### src/rtl/cpu_mem_pkg.sv
// Shared definitions for the CPU-side reg_memory initiator: default widths and
// the controller state encoding.
package cpu_mem_pkg;

   localparam int DEF_REGISTER_WIDTH       = 4;
   localparam int DEF_MEMORY_ADDRESS_WIDTH = 4;
   localparam int DEF_MEMORY_REGISTERS     = 16;

   typedef enum logic [2:0] {
      ST_IDLE     = 3'd0,
      ST_WRITE    = 3'd1,
      ST_RD_ISSUE = 3'd2,
      ST_RD_WAIT  = 3'd3,
      ST_RESP     = 3'd4
   } state_e;

endpackage

### src/rtl/mem_burst_counter.sv
// Burst bookkeeping: current address (wraps at 2**AW) and remaining beat count,
// with a flag marking the final beat of the burst.
module mem_burst_counter
   import cpu_mem_pkg::*;
#(
   parameter int AW = DEF_MEMORY_ADDRESS_WIDTH
)(
   input  logic          clk_i,
   input  logic          reset_i,
   input  logic          load_i,
   input  logic          step_i,
   input  logic [AW-1:0] addr_i,
   input  logic [AW-1:0] len_i,
   output logic [AW-1:0] addr_o,
   output logic [AW-1:0] beats_o,
   output logic          last_o
);

   logic [AW-1:0] addr_q, addr_d;
   logic [AW-1:0] beats_q, beats_d;

   // load on request accept, advance one beat per completed transfer
   always_comb begin
      addr_d  = addr_q;
      beats_d = beats_q;
      if (load_i) begin
         addr_d  = addr_i;
         beats_d = len_i;
      end else if (step_i) begin
         addr_d  = addr_q + {{(AW-1){1'b0}}, 1'b1};
         beats_d = beats_q - {{(AW-1){1'b0}}, 1'b1};
      end else begin
         addr_d  = addr_q;
         beats_d = beats_q;
      end
   end

   // counter registers
   always_ff @(posedge clk_i or negedge reset_i) begin
      if (!reset_i) begin
         addr_q  <= {AW{1'b0}};
         beats_q <= {AW{1'b0}};
      end else begin
         addr_q  <= addr_d;
         beats_q <= beats_d;
      end
   end

   assign addr_o  = addr_q;
   assign beats_o = beats_q;
   assign last_o  = (beats_q == {AW{1'b0}});

endmodule

### src/rtl/mem_access_ctrl.sv
// Initiator for the reg_memory port: converts CPU single/burst load/store requests
// into read_en/write_en cycles, with a backpressured read response channel.
module mem_access_ctrl
   import cpu_mem_pkg::*;
#(
   parameter int REGISTER_WIDTH       = DEF_REGISTER_WIDTH,
   parameter int MEMORY_ADDRESS_WIDTH = DEF_MEMORY_ADDRESS_WIDTH,
   parameter int MEMORY_REGISTERS     = DEF_MEMORY_REGISTERS
)(
   input  logic                            clk_i,
   input  logic                            reset_i,
   input  logic                            req_valid_i,
   output logic                            req_ready_o,
   input  logic                            req_write_i,
   input  logic [MEMORY_ADDRESS_WIDTH-1:0] req_addr_i,
   input  logic [MEMORY_ADDRESS_WIDTH-1:0] req_len_i,
   input  logic                            wdata_valid_i,
   output logic                            wdata_ready_o,
   input  logic [REGISTER_WIDTH-1:0]       wdata_i,
   output logic                            rsp_valid_o,
   input  logic                            rsp_ready_i,
   output logic [REGISTER_WIDTH-1:0]       rsp_data_o,
   output logic [MEMORY_ADDRESS_WIDTH-1:0] rsp_addr_o,
   output logic                            mem_write_en_o,
   output logic                            mem_read_en_o,
   output logic [MEMORY_ADDRESS_WIDTH-1:0] mem_addr_o,
   output logic [REGISTER_WIDTH-1:0]       mem_wdata_o,
   input  logic [REGISTER_WIDTH-1:0]       mem_rdata_i,
   output logic                            busy_o,
   output logic                            done_o
);

   localparam int AW = MEMORY_ADDRESS_WIDTH;
   localparam int RW = REGISTER_WIDTH;

   if (MEMORY_REGISTERS != (1 << MEMORY_ADDRESS_WIDTH)) begin : g_cfg_check
      $error("MEMORY_REGISTERS must equal 2**MEMORY_ADDRESS_WIDTH");
   end

   state_e        state_q, state_d;
   logic          done_q, done_d;
   logic [RW-1:0] rsp_data_q, rsp_data_d;
   logic [AW-1:0] rsp_addr_q, rsp_addr_d;

   logic          req_acc_s, wbeat_s, rsp_acc_s, last_s;
   logic [AW-1:0] addr_s, beats_s;

   assign req_acc_s = (state_q == ST_IDLE)  && req_valid_i;
   assign wbeat_s   = (state_q == ST_WRITE) && wdata_valid_i;
   assign rsp_acc_s = (state_q == ST_RESP)  && rsp_ready_i;

   mem_burst_counter #(.AW(AW)) u_burst_counter (
      .clk_i   (clk_i),
      .reset_i (reset_i),
      .load_i  (req_acc_s),
      .step_i  ((wbeat_s || rsp_acc_s) && !last_s),
      .addr_i  (req_addr_i),
      .len_i   (req_len_i),
      .addr_o  (addr_s),
      .beats_o (beats_s),
      .last_o  (last_s)
   );

   // state and response registers
   always_ff @(posedge clk_i or negedge reset_i) begin
      if (!reset_i) begin
         state_q    <= ST_IDLE;
         done_q     <= 1'b0;
         rsp_data_q <= {RW{1'b0}};
         rsp_addr_q <= {AW{1'b0}};
      end else begin
         state_q    <= state_d;
         done_q     <= done_d;
         rsp_data_q <= rsp_data_d;
         rsp_addr_q <= rsp_addr_d;
      end
   end

   // next-state logic
   always_comb begin
      state_d = state_q;
      case (state_q)
         ST_IDLE: begin
            if (req_valid_i) begin
               state_d = req_write_i ? ST_WRITE : ST_RD_ISSUE;
            end else begin
               state_d = ST_IDLE;
            end
         end
         ST_WRITE: begin
            if (wbeat_s && last_s) begin
               state_d = ST_IDLE;
            end else begin
               state_d = ST_WRITE;
            end
         end
         ST_RD_ISSUE: state_d = ST_RD_WAIT;
         ST_RD_WAIT:  state_d = ST_RESP;
         ST_RESP: begin
            if (rsp_acc_s) begin
               state_d = last_s ? ST_IDLE : ST_RD_ISSUE;
            end else begin
               state_d = ST_RESP;
            end
         end
         default: state_d = ST_IDLE;
      endcase
   end

   // handshakes and memory strobes decoded from the current state
   always_comb begin
      req_ready_o    = 1'b0;
      wdata_ready_o  = 1'b0;
      mem_write_en_o = 1'b0;
      mem_read_en_o  = 1'b0;
      rsp_valid_o    = 1'b0;
      busy_o         = 1'b1;
      case (state_q)
         ST_IDLE: begin
            req_ready_o = 1'b1;
            busy_o      = 1'b0;
         end
         ST_WRITE: begin
            wdata_ready_o  = 1'b1;
            mem_write_en_o = wdata_valid_i;
         end
         ST_RD_ISSUE: mem_read_en_o = 1'b1;
         ST_RD_WAIT:  busy_o        = 1'b1;
         ST_RESP:     rsp_valid_o   = 1'b1;
         default:     busy_o        = 1'b0;
      endcase
   end

   // memory data is only valid the cycle after read_en, i.e. in RD_WAIT
   always_comb begin
      done_d = (wbeat_s || rsp_acc_s) && last_s;
      if (state_q == ST_RD_WAIT) begin
         rsp_data_d = mem_rdata_i;
         rsp_addr_d = addr_s;
      end else begin
         rsp_data_d = rsp_data_q;
         rsp_addr_d = rsp_addr_q;
      end
   end

   assign mem_addr_o  = addr_s;
   assign mem_wdata_o = wdata_i;
   assign rsp_data_o  = rsp_data_q;
   assign rsp_addr_o  = rsp_addr_q;
   assign done_o      = done_q;

endmodule

### config.mk
export PLATFORM = sky130hd
export DESIGN_NAME = mem_access_ctrl
export DESIGN_NICKNAME = d
export VERILOG_FILES = /design/src/rtl/cpu_mem_pkg.sv /design/src/rtl/mem_burst_counter.sv /design/src/rtl/mem_access_ctrl.sv
export SDC_FILE = /design/constraint.sdc
export NUM_CORES = 1
export LEC_CHECK = 0
export CAP_MARGIN = 20
export CORE_ASPECT_RATIO = 0.6
export CORE_MARGIN = 2
export CORE_UTILIZATION = 25
export DETAILED_ROUTE_END_ITERATION = 8
export PLACE_DENSITY_LB_ADDON = 0.08
export RECOVER_POWER = 50
export SKIP_LAST_GASP = 1
export SLEW_MARGIN = 10
export SYNTH_ARGS = -nofsm -noshare
export SYNTH_HDL_FRONTEND = slang
export SYNTH_SLANG_ARGS = --single-unit
### constraint.sdc
create_clock -name clk_i -period 2 [get_ports clk_i]
set_clock_uncertainty 0.2 [all_clocks]
set_input_delay 0.4 -clock clk_i [delete_from_list [all_inputs] [get_ports clk_i]]
set_output_delay 0.4 -clock clk_i [all_outputs]
set_load 0.01 [all_outputs]
==> impl_metrics.tcl, run 1 <==
set metrics [dict create \
    clk_latency_ps 260 \
    netlist.area_leader.share_pct 48.8 \
    synth_area_leaders "dfrtp_1, mux2_2, o21ai_0, buf_4, nor2_1" \
    root_buffer "clkbuf_8" \
    dieWidth_um 86.7 \
    fin_area_um2 1530 \
    slew_violations 0 \
    core_um2 3810 \
    power_density_nw_per_um2 1490 \
    worst_setup_path_start_kind "input pin" \
    nets 163 \
    crit_path_start "wdata_valid_i" \
    cts_made_buffers 3 \
    place_area_um2 1460 \
    postLayoutCoreUtil_pct 40.1 \
    rsz0062_at_grt "yes" \
    regArea_um2 504 \
    clkSinkCount 20 \
    seq_area_frac_synth_pct 48.8 \
    initial_utilization_pct 26.9 \
    synth.net_count 120 \
    min_from "rsp_data_o[1]" \
    crit_fanout 2 \
    route.detailed.drc 0 \
    cts_tree "built" \
    grt_pass1_vias 870 \
    area_delta_synth_final_pct 49.1 \
    holdWs_ps 307 \
    antenna_found_initial 0 \
    grtUsageTotal_pct 12.2 \
    grt_max_degree 21 \
    internal-power_mw 1.46 \
    yosysWarnings 0 \
    cp.arrival_ps 1380 \
    hpwl_um 1950 \
    power_frac_seq_pct 34.6 \
    clk_path_buf_depth 2 \
    ctsHoldBuffers 0 \
    cp-end-kind "primary output" \
    port_buffers 36 \
    wl_met3_um 190 \
    crit_type "input pin to primary output" \
    maxCapViolCount 0 \
    hold_depth 1 \
    syn_area_per_cell_um2 10.7 \
    p_leak_nw 0.652 \
    netSwitchingFraction_pct 35.6 \
    hp-class "flop to flop" \
    r2r-end "u_burst_counter.beats_o[2]" \
    min_period_over_period_pct 99.1 \
    vias_per_cell 4.58 \
    htree_levels 1 \
    min_period_ps 1980 \
    p_total_mw 2.27 \
    diodes 0 \
    die_area_um2 4640 \
    status "finished, final reports clean" \
    die_h_um 53.6 \
    drt_wl_total_um 2550 \
    synth_area_um2 1020 \
    yosys_register_bits 20 \
    p_clk_share_pct 13.6 \
    path_cells "clkdlybuf4s50_1, and4bb_4, clkdlybuf4s15_1" \
    post-synth-top-area-cell "dfrtp_1" \
    avgRoutedWirePerCell_um 13.8 \
    multi_input_area_um2 457 \
    grt_pass1_wl_um 4280 \
    wl_met2_um 1000 \
    r2r_start "state_q[2]" \
    combPwrFrac_pct 51.8 \
    endpoint "mem_write_en_o" \
    wl_met1_um 1330 \
    ir_worst_vdd_v 0.000603 \
    cp.required_ps 1400 \
    vias 847 \
    netlist_instances 96 \
    place.gp.congestion 0.789 \
    cts_setup_buffers 0 \
    p_switching_uw 809 \
    rows 17 \
    fill_cells 392 \
    cp_slowest_cell "clkdlybuf4s50_1" \
    detail-route-antenna-nets 0 \
    fmax_ghz 0.505 \
    slowest_delay_ps 490 \
    drive_gt1_share_pct 23.9 \
    cts.clk_slew.worst_paths_ps 80 \
    regToRegSetupSlack_ps 80 \
    worstMarginPinSlew_ps 525 \
    grt_overflow 0 \
    reg2reg_depth 5 \
    drt_iter0_markers 22 \
    io_pins 45 \
    synthDistinctLibCells 32 \
    top_layer_used "met4" \
    tns_ps 0 \
    first_pass_iters 4 \
    finalHoldViolations 0 \
    slew_headroom_pct 65.0 \
    finalSetupViolCount 0 \
]
## state kept, by name, summed over array words and instances, names as in the netlist
name	count
u_burst_counter.beats_o	4
u_burst_counter.addr_o	4
rsp_data_o	4
rsp_addr_o	4
state_q	3
done_o	1
## repair_timing
| item | in CTS | in global routing |
|---|---|---|
| setup endpoints to repair | 8 | 2 |
| pin swaps | 0 | 1 |
| resized for setup | 13 | 1 |
## cell usage after synthesis, drive strengths merged
master,number
a31oi,3
mux2i,1
o21ai,7
mux2,8
and4bb,2
dfrtp,20
nor3b,1
or4b,1
or3,3
nand3,4
a21oi,2
or3b,1
o211ai,3
nor2,9
nand3b,2
and2,1
xnor2,1
ha,2
inv,5
o311ai,1
clkbuf,1
a311o,1
nand2,6
xor2,1
nor4b,1
buf,8
nor3,1
## kinds of logic (layout without fill, tap and decap cells)
kind of cell    count (synthesis)  count (layout)  share of synthesized area (%)
mux                             9               9                           9.77
buf+inv                        14              56                           8.30
flops                          20              20                           48.8
fa+ha+maj                       2               2                           2.44
compound gates                 17              17                           10.6
xor+xnor                        2               2                           1.71
simple gates                   32              32                           18.3
## routing by layer
layer,global-route usage (%),up-vias
li1,-,421
met1,18.1,394
met2,16.9,26
met3,4.14,6
met4,3.13,0
met5,0,-
## cell usage in the layout, fill, tap and decap left out, drive strengths merged, types with 2 or more instances in the layout
master         instances
nand3b                 2
mux2                   8
nand3                  4
nor2                   9
and4bb                 2
inv                    5
nand2                  6
a31oi                  3
a21oi                  2
buf                   10
o21ai                  7
dlygate4sd3            2
dfrtp                 20
o211ai                 3
ha                     2
clkbuf                 5
dlygate4sd2            5
clkdlybuf4s50         28
or3                    3
## worst max-delay path, delay by kind of cell
family                 cells  cell delay [ps]
and+or+nand+nor            1              250
buffers and inverters      2              730
## stage by stage
| stage | cells | setup WS, ps |
|---|---|---|
| 2_1_floorplan | 96 | 135 |
| 3_3_place_gp | 181 | -264 |
| 3_5_place_dp | 181 | -273 |
| 4_1_cts | 185 | -12.1 |
| 5_1_grt | 185 | -6.14 |
| 6_report | 185 | 18.6 |
## worst min path at each step
| stage | to | slack (ps) |
|---|---|---|
| 6_report | rsp_data_o[1] | 310 |
| 5_1_grt | rsp_data_o[0] | 330 |
| 4_1_cts | u_burst_counter.beats_o[1] | 280 |
| 3_5_place_dp | rsp_addr_o[2] | 290 |
| 3_3_place_gp | rsp_data_o[2] | 290 |
| 2_1_floorplan | done_o | -100 |
## power groups by stage
| stage | registers [mW] | logic, mW | clock network (mW) |
|---|---|---|---|
| 2_1_floorplan | 0.770 | 0.619 | 0 |
| 3_3_place_gp | 0.776 | 1.21 | 0 |
| 3_5_place_dp | 0.781 | 1.22 | 0 |
| 4_1_cts | 0.786 | 1.20 | 0.322 |
| 5_1_grt | 0.823 | 1.31 | 0.346 |
| 6_report | 0.786 | 1.18 | 0.309 |
## area by class of cell
| class | instances | area share, % |
|---|---|---|
| multi-input cells | 62 | 29.9 |
| clock buffers | 4 | 3.60 |
| repair buffers | 47 | 28.4 |
| well taps | 47 | 3.85 |
| inverters | 5 | 1.23 |
| flip-flops and latches | 20 | 33.0 |
(Power assumes the default switching activity.)
==> inputs of run 2 (changes only) <==
GPL_ROUTABILITY_DRIVEN = 0   (was default)
==> results of run 2 <==
The final DEF is identical to that of run 1; final timing and power are the same.
